**src/rtl/counter_timer_ctrl.sv**
```systemverilog
// Timer control stage for the up/down counter: programs Load/direction/data,
// watches the counter's registered ripple-carry and raises done/irq/tally.
//
// Ports:
//   clk, rst_n        clock, async active-low reset
//   start, stop       begin run (IDLE only) / abort run (any state)
//   mode_up           1=count up, 0=count down (latched at start)
//   auto_reload       1=reload on terminal, 0=one-shot (latched at start)
//   period            cycles per run (latched at start)
//   irq_clr           clears irq and err
//   rc_i              ripple-carry from counter
//   load_o, s_o       counter Load strobe and direction
//   pdata_o           counter parallel load value
//   busy              high in LOAD/ARM/RUN
//   done              one-cycle pulse per terminal event
//   irq, err          sticky event / zero-period error flags
//   tick_count        saturating terminal tally since last accepted start
module counter_timer_ctrl #(
    parameter int WIDTH = 32,
    parameter int TW    = 16
) (
    input  logic             clk,
    input  logic             rst_n,
    input  logic             start,
    input  logic             stop,
    input  logic             mode_up,
    input  logic             auto_reload,
    input  logic [WIDTH-1:0] period,
    input  logic             irq_clr,
    input  logic             rc_i,
    output logic             load_o,
    output logic             s_o,
    output logic [WIDTH-1:0] pdata_o,
    output logic             busy,
    output logic             done,
    output logic             irq,
    output logic             err,
    output logic [TW-1:0]    tick_count
);

    typedef enum logic [1:0] {
        IDLE,
        LOAD,
        ARM,
        RUN
    } state_t;

    state_t state, nxt;

    logic             mode_q;
    logic             ar_q;
    logic [WIDTH-1:0] per_q;

    logic             accept;
    logic             zero_err;
    logic             term;
    logic             mode_sel;
    logic [WIDTH-1:0] per_sel;
    logic [WIDTH-1:0] ld_val;

    always_ff @(posedge clk or negedge rst_n) begin
        if (!rst_n) state <= IDLE;
        else        state <= nxt;
    end

    always_comb begin
        nxt      = state;
        accept   = 1'b0;
        zero_err = 1'b0;
        term     = 1'b0;
        if (stop) begin
            nxt = IDLE;
        end else begin
            unique case (state)
                IDLE: begin
                    if (start) begin
                        if (period != '0) begin
                            accept = 1'b1;
                            nxt    = LOAD;
                        end else begin
                            zero_err = 1'b1;
                        end
                    end
                end
                LOAD: nxt = ARM;
                // rc_i here still reflects the count before the load
                ARM:  nxt = RUN;
                RUN: begin
                    if (rc_i) begin
                        term = 1'b1;
                        nxt  = ar_q ? LOAD : IDLE;
                    end
                end
                default: nxt = IDLE;
            endcase
        end
    end

    // On the accepting edge the latches are not yet loaded, so use inputs
    assign mode_sel = accept ? mode_up : mode_q;
    assign per_sel  = accept ? period  : per_q;
    assign ld_val   = mode_sel ? ({WIDTH{1'b1}} - per_sel) : per_sel;

    always_ff @(posedge clk or negedge rst_n) begin
        if (!rst_n) begin
            mode_q     <= 1'b0;
            ar_q       <= 1'b0;
            per_q      <= '0;
            load_o     <= 1'b0;
            s_o        <= 1'b0;
            pdata_o    <= '0;
            busy       <= 1'b0;
            done       <= 1'b0;
            irq        <= 1'b0;
            err        <= 1'b0;
            tick_count <= '0;
        end else begin
            if (accept) begin
                mode_q <= mode_up;
                ar_q   <= auto_reload;
                per_q  <= period;
            end
            load_o <= (nxt == LOAD);
            if (nxt == LOAD) begin
                s_o     <= mode_sel;
                pdata_o <= ld_val;
            end
            busy <= (nxt != IDLE);
            done <= term;
            // a new event beats a same-cycle clear
            if (term)         irq <= 1'b1;
            else if (irq_clr) irq <= 1'b0;
            if (zero_err)     err <= 1'b1;
            else if (irq_clr) err <= 1'b0;
            if (accept)
                tick_count <= '0;
            else if (term && tick_count != {TW{1'b1}})
                tick_count <= tick_count + {{(TW-1){1'b0}}, 1'b1};
        end
    end

endmodule
```
**config.mk**
```make
export PLATFORM = sky130hd
export DESIGN_NAME = counter_timer_ctrl
export DESIGN_NICKNAME = d
export VERILOG_FILES = /design/src/rtl/counter_timer_ctrl.sv
export SDC_FILE = /design/constraint.sdc
export NUM_CORES = 1
export LEC_CHECK = 0
export ABC_CLOCK_PERIOD_IN_PS = 2000
export BUFFER_PORTS_ARGS = -buffer_cell sky130_fd_sc_hd__buf_2
export CORE_ASPECT_RATIO = 1.25
export CORE_MARGIN = 8
export CORE_UTILIZATION = 40
export CTS_CLUSTER_DIAMETER = 80
export DETAILED_ROUTE_END_ITERATION = 10
export MAX_ROUTING_LAYER = met4
export PLACE_DENSITY_LB_ADDON = 0.3
export SYNTH_ARGS = -nofsm -noshare
export SYNTH_HDL_FRONTEND = slang
export SYNTH_SLANG_ARGS = --single-unit
export TNS_END_PERCENT = 1
```
**constraint.sdc**
```tcl
create_clock -name clk -period 2 [get_ports clk]
set_input_delay 0.1 -clock clk [delete_from_list [all_inputs] [get_ports clk]]
set_output_delay 0.1 -clock clk [all_outputs]
set_load 0.01 [all_outputs]
```
==> results by group, run 1 <==
Setup path
  • Startpoint Class: register
  • Critical Path RT: about 2.3 ns
  • CP Data Arrival Time: 2.11 ns
  • Worst setup EP type: register
  • Worst-path maximum fanout: 7
  • Crit Path Class: register to register

Synthesis
  • Mapped Cells: 369
  • Synth top area share: 48.2%
  • Sequential fraction of the synthesis area: between 40% and 50%
  • Synthesized flop and latch total: 90
  • Number of synthesized flops with an enable pin: 0
  • Top cell type by total area after synthesis: dfrtp_1
  • Avg Cell Area, Syn: around 13 um2
  • Top-count cell post-synth: dfrtp_1
  • Syn nets: 410
  • Warnings, synthesis: 0
  • Number of library cell types mapped by synthesis: 39
  • Top FF cell, synth: dfrtp_1
  • Post-synth top cells: dfrtp_1 (90), xnor2_1 (68), mux2_2 (38)
  • Synth top area cells: dfrtp_1 (48%), xnor2_1 (13%), mux2_2 (9.2%), mux2i_1 (7.1%), mux2_1 (7.0%)
  • Synth async-reset ratio: 100%
  • Post-Syn Area: 4670 um2

Timing
  • Period Utilization, post-route: around 90%
  • Worst-Margin Slew: 0.616 ns
  • Final Critical Period: 1.85 ns
  • Max-slew violations: 0
  • Final Setup Violations: 0
  • Final worst setup slack: 0.147 ns
  • Final-report hold violation count: 0
  • Skew final: 0.00895 ns
  • Worst hold slack: 0.0222 ns
  • Slew HR: between 50 and 60%
  • FMAX: 540 MHz

Status
  • Status: completed

Global route
  • Initial antenna violation count: 0
  • Global-route wire length before repair: 17.0 mm
  • Global route overflow: 0
  • Number of global-route vias before repair: 3,358
  • Total GRT Usage: between 10 and 15%
  • Largest net degree at the start of global routing: 44

Finish
  • Area growth syn-to-layout: 23.7%
  • Non-Filler Instances: 621
  • Fillers: approximately 1,100
  • Layout cell share with drive strength beyond 1: 36.9%
  • Nets: 518

Clocking
  • Max H-tree Level: 3
  • Maximum buffer depth of the clock tree: 2
  • Post CTS Setup Buffer Count: 0
  • CTS tree: built
  • Sink Count: 90
  • Worst-skew pair later-pin latency: 0.34 ns
  • CTS buffer count: 9
  • Worst-path clk slew: 0.06 ns
  • Clk Tree Root Cell: clkbuf_16

Power and ir drop
  • Clk pwr share: approximately 29%
  • Pwr/cell area: ~1200 nW/um2
  • Leak Pwr: 2.70 nW
  • Power, Total: 6.77 mW
  • Worst vdd ir: 0.579 mV
  • Switching share of power: 28.8%
  • Logic pwr share: 31.3%
  • Design internal power: 4.82 mW
  • Seq pwr share: about two fifths
  • Psw: 1.95 mW

Floorplan
  • I/O pin count: 94
  • Chip height: approximately 140 um
  • Rows: 44
  • Die Width: 113 um
  • Die area: approximately 15,000 um2
  • CORE AREA: 11,500 um2
  • Starting Density: 40.6%

Detailed routing
  • Antenna violation net count after detailed routing: 0
  • Remaining DRCs: 0
  • Routed wire length: ~11 mm
  • Wire per inst: 17.0 um
  • Drt pass-1 iters: 4
  • Vias/cell: 5.11
  • Iter 0 DRT Violations: 97
  • DR vias: 3,172

Place
  • GPL Wtd Cong: between 0.7 and 0.8
  • Placed cell count: 602
  • DP HPWL: between 7 and 8 mm
  • Port Buffer Count: 93
  • Worst slack, placed: -0.150 ns

Hold path
  • Hold Path Class: primary input to register

Run
  • Maxcap violations: 0
-- final cells by class --
| type | count | area (um2) | share of cell area, % |
|---|---|---|---|
| Inverter | 4 | 15.0 | 0.260 |
| Sequential cell | 90 | 2250 | 39.0 |
| Clock buffer | 11 | 253 | 4.38 |
| Clock inverter | 5 | 100 | 1.73 |
| Timing Repair Buffer | 117 | 716 | 12.4 |
| Tap cell | 138 | 173 | 2.99 |
| Antenna cell | 1 | 2.50 | 0.0433 |
| Multi-Input combinational cell | 255 | 2260 | 39.2 |
-- state kept, by name, summed over array words and instances (netlist names) --
name / cells
err: 1
ar_q: 1
state: 2
load_o: 1
s_o: 1
done: 1
pdata_o: 32
busy: 1
tick_count: 16
mode_q: 1
irq: 1
per_q: 32
-- placed cells by master, fill, tap and decap left out, types with 2 or more instances in the layout --
cell type,count
nor3_1,2
nor4_1,8
nand4_1,8
mux2i_1,33
xnor2_1,68
a21oi_1,2
clkbuf_16,9
a311oi_1,2
nor2_1,15
xor2_1,7
clkbuf_8,2
dlygate4sd3_1,2
or3_1,2
o21ai_0,3
mux2_1,29
nand3_1,5
dfrtp_1,89
mux2_2,38
o211ai_1,3
clkinv_2,2
bufinv_16,3
inv_1,4
buf_12,5
nand2_1,6
buf_4,18
and3_1,5
o21ai_1,2
buf_2,92
nor4b_2,2
-- routing by layer --
| layer | track usage [%] | vias to the layer above | routed length, um |
|---|---|---|---|
| met5 | - | - | 0 |
| met4 | 5.86 | 0 | 159 |
| met3 | 2.69 | 10 | 353 |
| met2 | 24.1 | 60 | 5360 |
| met1 | 16.7 | 1588 | 4690 |
| li1 | - | 1514 | - |
-- power groups by stage --
stage	clock (mW)	sequential (mW)	combinational [mW]
4_1_cts	2.03	2.69	2.17
3_5_place_dp	0	2.73	2.16
2_1_floorplan	0	2.85	1.25
5_1_grt	2.09	2.75	2.34
6_report	1.97	2.68	2.12
3_3_place_gp	0	2.70	2.11
-- critical path: stages, from the launching register on --
cell	delay, ns
dfrtp_1	0.41
ha_1	0.31
nand4_1	0.22
nor2_1	0.18
nand3_1	0.14
or3_1	0.34
a21oi_1	0.15
-- per-stage QoR --
| step | util, % | cell area, um2 | setup TNS, ns |
|---|---|---|---|
| floorplan | - | 4670 | 0 |
| global placement | 46.8 | 5390 | -9.34 |
| detailed placement | 46.8 | 5390 | -6.70 |
| CTS | 50.1 | 5760 | 0 |
| global route | 50.2 | 5770 | -0.00662 |
| finish | 50.2 | 5770 | 0 |
-- worst paths after layout --
check / from / endpoint / slack [ns] / cells after the start
worst max-delay path: tick_count[0] / tick_count[12] / 0.15 / 6
worst min-delay path: auto_reload / ar_q / 0.02 / 2
min in group asynchronous: rst_n / pdata_o[24] / 0.31 / 2
max in group asynchronous: rst_n / pdata_o[6] / 1.07 / 3
worst max register to register: tick_count[0] / tick_count[12] / 0.15 / 6
worst min register to register: s_o / s_o / 0.48 / 1
-- timing repair --
item	CTS	global route
hold buffers	2	0
gates resized for setup	0	2
endpoints found under the hold margin	43	0
setup endpoints to repair	0	14
-- kinds of logic after synthesis --
kind of cell / count (synthesis) / share of synthesized area [%]
xor+xnor: 75 / 14.1
fa+ha+maj: 1 / 0.268
mux: 100 / 23.2
simple gates: 57 / 6.81
flops: 90 / 48.2
compound gates: 22 / 3.83
buf+inv: 24 / 3.54
(Power assumes the default switching activity.)
==> run 2, diff against run 1 <==
--- a/config.mk
+++ b/config.mk
@@ -9,7 +9,7 @@
 export BUFFER_PORTS_ARGS = -buffer_cell sky130_fd_sc_hd__buf_2
 export CORE_ASPECT_RATIO = 1.25
 export CORE_MARGIN = 8
-export CORE_UTILIZATION = 40
+export CORE_UTILIZATION = 30
 export CTS_CLUSTER_DIAMETER = 80
 export DETAILED_ROUTE_END_ITERATION = 10
 export MAX_ROUTING_LAYER = met4
==> results by group, run 2 (synthesis results as in run 1) <==
Timing
  • Worst-Margin Slew: slightly above 0.6 ns
  • Setup tns final: 0 ns
  • FMAX: 541 MHz
  • Final worst setup slack: 0.152 ns
  • Max-slew violations: 0
  • Skew final: approximately 0.006 ns
  • Final Setup Violations: 0
  • Final Critical Period: 1.85 ns
  • Unrepaired setup endpoints after global routing: false
  • Slew HR: 58.6%
  • Period Utilization, post-route: around 92%
  • Final-report hold violation count: 0

Setup path
  • Worst-path maximum fanout: 7
  • Critical Path RT: 2.23 ns
  • R2R setup slack: ~0.15 ns
  • CP Data Arrival Time: between 2 and 2.5 ns
  • Depth of the most critical reg-to-reg path: 5
  • Startpoint Class: register
  • Worst reg2reg startpoint: state[0]
  • Reg2Reg Capture Point: pdata_o[11]
  • Worst setup EP type: register
  • Crit Path Class: register to register

Clocking
  • Maximum buffer depth of the clock tree: 2
  • Post-CTS Resized: 0
  • Worst-skew pair later-pin latency: 0.34 ns
  • Worst-path clk slew: about 0.060 ns
  • CTS tree: built
  • Max H-tree Level: 3
  • Post CTS Setup Buffer Count: 0
  • CTS buffer count: 9
  • Clk Tree Root Cell: clkbuf_16
  • Sink Count: 90

Finish
  • Most frequent cells in the layout: buf_2 (92), dfrtp_1 (89), xnor2_1 (68), mux2_2 (38), mux2i_1 (33)
  • # diodes: 0
  • Largest registers: pdata_o (32), per_q (32), tick_count (16)
  • Non-Filler Instances: 708
  • Nets: 533
  • Layout cell share with drive strength beyond 1: 37.5%
  • Commonest non-fill, non-tap cell in the layout: buf_2
  • Fillers: 1,507
  • Final instance area: 5930 um2
  • Area growth syn-to-layout: 27.0%

Floorplan
  • Chip height: 155 um
  • I/O pin count: 94
  • Die area: 19,800 um2
  • Die Width: approximately 130 um
  • Starting Density: 30.4%
  • Rows: 51
  • CORE AREA: 15,400 um2

Hold path
  • Worst Hold Launch: period[12]
  • Hold Path Class: primary input to register
  • Hold Crit Depth: 2
  • Worst Hold Path EP: per_q[12]

Global route
  • Number of global-route vias before repair: 3,566
  • Initial antenna violation count: 0
  • Global-route wire length before repair: 18.7 mm
  • Total GRT Usage: 12.5%
  • Global route overflow: 0
  • Largest net degree at the start of global routing: 40

Detailed routing
  • Iter 0 DRT Violations: 123
  • Antenna violation net count after detailed routing: 0
  • Routed wire length: 11.5 mm
  • DR vias: 3,216
  • Wire per inst: 16.2 um
  • Remaining DRCs: 0
  • Vias/cell: 4.54
  • Drt pass-1 iters: 4

Power and ir drop
  • Worst vdd ir: 0.468 mV
  • Leak Pwr: 2.74 nW
  • Pwr/cell area: 1110 nW/um2

Place
  • Placed cell count: 687
  • Worst slack, placed: -0.179 ns
  • DP HPWL: 8.58 mm
  • Post-DP Area: 5560 um2
  • Port Buffer Count: 93
  • GPL Wtd Cong: ~0.8

Status
  • Status: completed

Run
  • Maxcap violations: 0
==> run 2: changes by cell type in the layout (fill, tap and decap cells not counted), sizes merged <==
cell         change
diode            -1
dlygate4sd3      +4
bufinv           -2
clkbuf           +2
buf             +11
clkinv           -1
==> run 2: final cells by class <==
cell class                      instances  area, um2  share of cell area (%)
Sequential cell                        90       2250                    38.0
Clock buffer                           13        270                    4.56
Inverter                                4       15.0                   0.253
Multi-Input combinational cell        255       2250                    38.0
Clock inverter                          2       35.0                   0.591
Tap cell                              212        265                    4.47
Timing Repair Buffer                  132        838                    14.1
==> run 2: timing repair <==
item / 4_1_cts / 5_1_grt
endpoints found under the setup margin: 0 / 0
endpoints found under the hold margin: 38 / 0
hold buffers: 6 / 0
==> run 2: per-layer routing <==
metal / global-route usage (%) / vias to the layer above / part of all wire [%]
met5: - / - / 0
met4: 4.77 / 0 / 0.85
met3: 2.91 / 8 / 3.3
met2: 22.3 / 53 / 54
met1: 13.1 / 1608 / 42
li1: - / 1547 / -
==> run 2: power by group <==
part,total (mW),internal (mW),switching [mW]
logic,2.13,1.19,0.943
clock network,1.75,1.06,0.689
registers,2.72,2.38,0.342
total,6.60,4.63,1.97
==> run 2: how the worst max path moves through the flow <==
stage	startpoint	to	slack, ns	cells past startpoint
finish	state[0]	pdata_o[11]	0.15	5
global route	state[1]	pdata_o[13]	0.01	5
CTS	state[0]	pdata_o[11]	0.11	5
detailed placement	period[6]	pdata_o[10]	-0.18	9
global placement	period[26]	s_o	-0.20	8
floorplan	state[1]	pdata_o[14]	0.20	5
==> run 2: per-stage QoR <==
stage | hold slack (ns) | power (mW) | utilization, %
floorplan | -0.196 | 4.10 | -
global placement | 0.0911 | 4.87 | 36.2
detailed placement | 0.104 | 4.95 | 36.2
CTS | 0.00150 | 6.76 | 38.5
global route | 0.0120 | 7.02 | 38.5
finish | 0.0218 | 6.60 | 38.5
==> run 2: worst max-delay path, stage by stage (launching register included) <==
cell      delay, ns
dfrtp_1        0.42
and3_1         0.19
nor3_1         0.09
a211oi_4       0.44
buf_4          0.26
mux2_2         0.35
==> run 3, diff against run 2 <==
--- a/config.mk
+++ b/config.mk
@@ -5,15 +5,16 @@
 export SDC_FILE = /design/constraint.sdc
 export NUM_CORES = 1
 export LEC_CHECK = 0
-export ABC_CLOCK_PERIOD_IN_PS = 2000
+export ABC_CLOCK_PERIOD_IN_PS = 1760
 export BUFFER_PORTS_ARGS = -buffer_cell sky130_fd_sc_hd__buf_2
 export CORE_ASPECT_RATIO = 1.25
 export CORE_MARGIN = 8
-export CORE_UTILIZATION = 30
+export CORE_UTILIZATION = 55
 export CTS_CLUSTER_DIAMETER = 80
 export DETAILED_ROUTE_END_ITERATION = 10
 export MAX_ROUTING_LAYER = met4
 export PLACE_DENSITY_LB_ADDON = 0.3
+export SKIP_CTS_REPAIR_TIMING = 1
 export SYNTH_ARGS = -nofsm -noshare
 export SYNTH_HDL_FRONTEND = slang
 export SYNTH_SLANG_ARGS = --single-unit
==> constraint.sdc (replaced) <==
create_clock -name clk -period 1.76 [get_ports clk]
set_input_delay 0.088 -clock clk [delete_from_list [all_inputs] [get_ports clk]]
set_output_delay 0.088 -clock clk [all_outputs]
set_load 0.01 [all_outputs]
==> results by group, run 3 (synthesis results as in run 1) <==
Floorplan
  • Starting Density: 56.7%
  • Rows: 37
  • Chip height: 119 um
  • I/O pin count: 94
  • Die Width: a little under 100 um
  • CORE AREA: a little over 8000 um2
  • Die area: about 12,000 um2

Detailed routing
  • DR vias: approximately 3,400
  • Routed wire length: 11.1 mm
  • Wire per inst: 17.8 um
  • Drt pass-1 iters: 5
  • Vias/cell: around 5.5
  • Iter 0 DRT Violations: 84
  • Remaining DRCs: 0
  • Antenna violation net count after detailed routing: 0

Setup path
  • Depth of the most critical reg-to-reg path: 6
  • Critical Path RT: 2.02 ns
  • Startpoint Class: register
  • Worst setup EP type: register
  • Crit Path Class: register to register
  • Worst-path maximum fanout: 15
  • CP Data Arrival Time: 2.00 ns

Place
  • GPL Wtd Cong: 0.842
  • Placed cell count: roughly 600
  • Port Buffer Count: 93
  • DP HPWL: 7.74 mm
  • Worst slack, placed: -0.394 ns

Status
  • Status: completed

Timing
  • Setup tns final: 0 ns
  • Worst-Margin Slew: 0.563 ns
  • Max-slew violations: 0
  • Unrepaired setup endpoints after global routing: true
  • Final Critical Period: 1.74 ns
  • FMAX: around 570 MHz
  • Period Utilization, post-route: 99.0%
  • Skew final: 0.0133 ns
  • Final Setup Violations: 0
  • Worst hold slack: 0.0118 ns
  • Slew HR: a little over three fifths
  • Final-report hold violation count: 0
  • Final worst setup slack: 0.0173 ns

Clocking
  • Clk Tree Root Cell: clkbuf_8
  • Worst-skew pair later-pin latency: between 0.3 and 0.4 ns
  • Maximum buffer depth of the clock tree: 2
  • Worst-path clk slew: 0.09 ns
  • CTS buffer count: 9
  • Sink Count: 90
  • Max H-tree Level: 3
  • CTS tree: built

Finish
  • # diodes: 0
  • Non-Filler Instances: 622
  • Nets: ~560
  • Area growth syn-to-layout: 28.8%
  • Core Util, Final: around 73%
  • Commonest non-fill, non-tap cell in the layout: buf_2
  • Largest registers: pdata_o (32), per_q (32), tick_count (16)
  • Most frequent cells in the layout: buf_2 (92), dfrtp_1 (89), xnor2_1 (68), buf_4 (49), mux2_2 (36)
  • Layout cell share with drive strength beyond 1: 41.1%

Global route
  • Largest net degree at the start of global routing: 40
  • Total GRT Usage: between 10% and 20%
  • Global route overflow: 0
  • Global-route wire length before repair: 17.9 mm
  • Number of global-route vias before repair: 3,697
  • Initial antenna violation count: 0

Hold path
  • Hold Crit Depth: 2
  • Hold Path Class: primary input to register

Power and ir drop
  • Leak Pwr: ~2.9 nW
  • Worst vdd ir: approximately 0.88 mV
  • Pwr/cell area: 1210 nW/um2

Run
  • Maxcap violations: 0
==> run 3: changes by cell type in the layout (fill, tap and decap cells not counted), sizes merged <==
cell / previous run / this run
bufinv: 1 / 3
clkbuf: 13 / 10
buf: 126 / 148
dlygate4sd3: 6 / 12
clkinv: 1 / 3
==> run 3: path summary, 6_finish.rpt <==
path / end / startpoint / slack [ns]
min in group asynchronous: pdata_o[8] / rst_n / 0.25
max reg2reg: pdata_o[24] / state[1] / 0.02
max: pdata_o[24] / state[1] / 0.02
max in group asynchronous: pdata_o[29] / rst_n / 0.90
min: per_q[6] / period[6] / 0.01
min reg2reg: pdata_o[8] / pdata_o[8] / 0.51
==> run 3: power breakdown <==
part           internal (mW)  total [mW]  switching, mW
Sequential              2.70        3.12          0.422
Combinational           1.41        2.49           1.08
Clock                  0.937        1.68          0.743
==> run 3: metal layers <==
metal  vias to the layer above  global-route usage (%)  wire [um]
met3                        14                    4.72        444
met2                        77                    31.9       5810
li1                       1603                       -          -
met1                      1711                    22.9       4680
met5                         -                       -          0
met4                         0                    6.54        154
==> run 3: cell type report <==
class	instances	area [um2]
clock buffers	10	128
clock inverters	6	105
fillers	609	2230
inverters	4	15.0
multi-input cells	255	2310
flip-flops and latches	90	2250
well taps	97	121
repair buffers	160	1080
==> run 3: per-stage QoR <==
| stage | cell area, um2 | total power [mW] |
|---|---|---|
| floorplan | 4670 | 4.66 |
| global route | 6010 | 7.73 |
| detailed placement | 5580 | 5.62 |
| global placement | 5580 | 5.48 |
| CTS | 5810 | 7.29 |
| finish | 6010 | 7.28 |
==> run 3: worst max-delay path, cell delays in order (launching register included) <==
cell and delay, ns:
dfrtp_1 0.44, nor2_1 0.21, nor3_2 0.10, a211oi_4 0.24, buf_6 0.16, buf_12 0.15, mux2_2 0.34
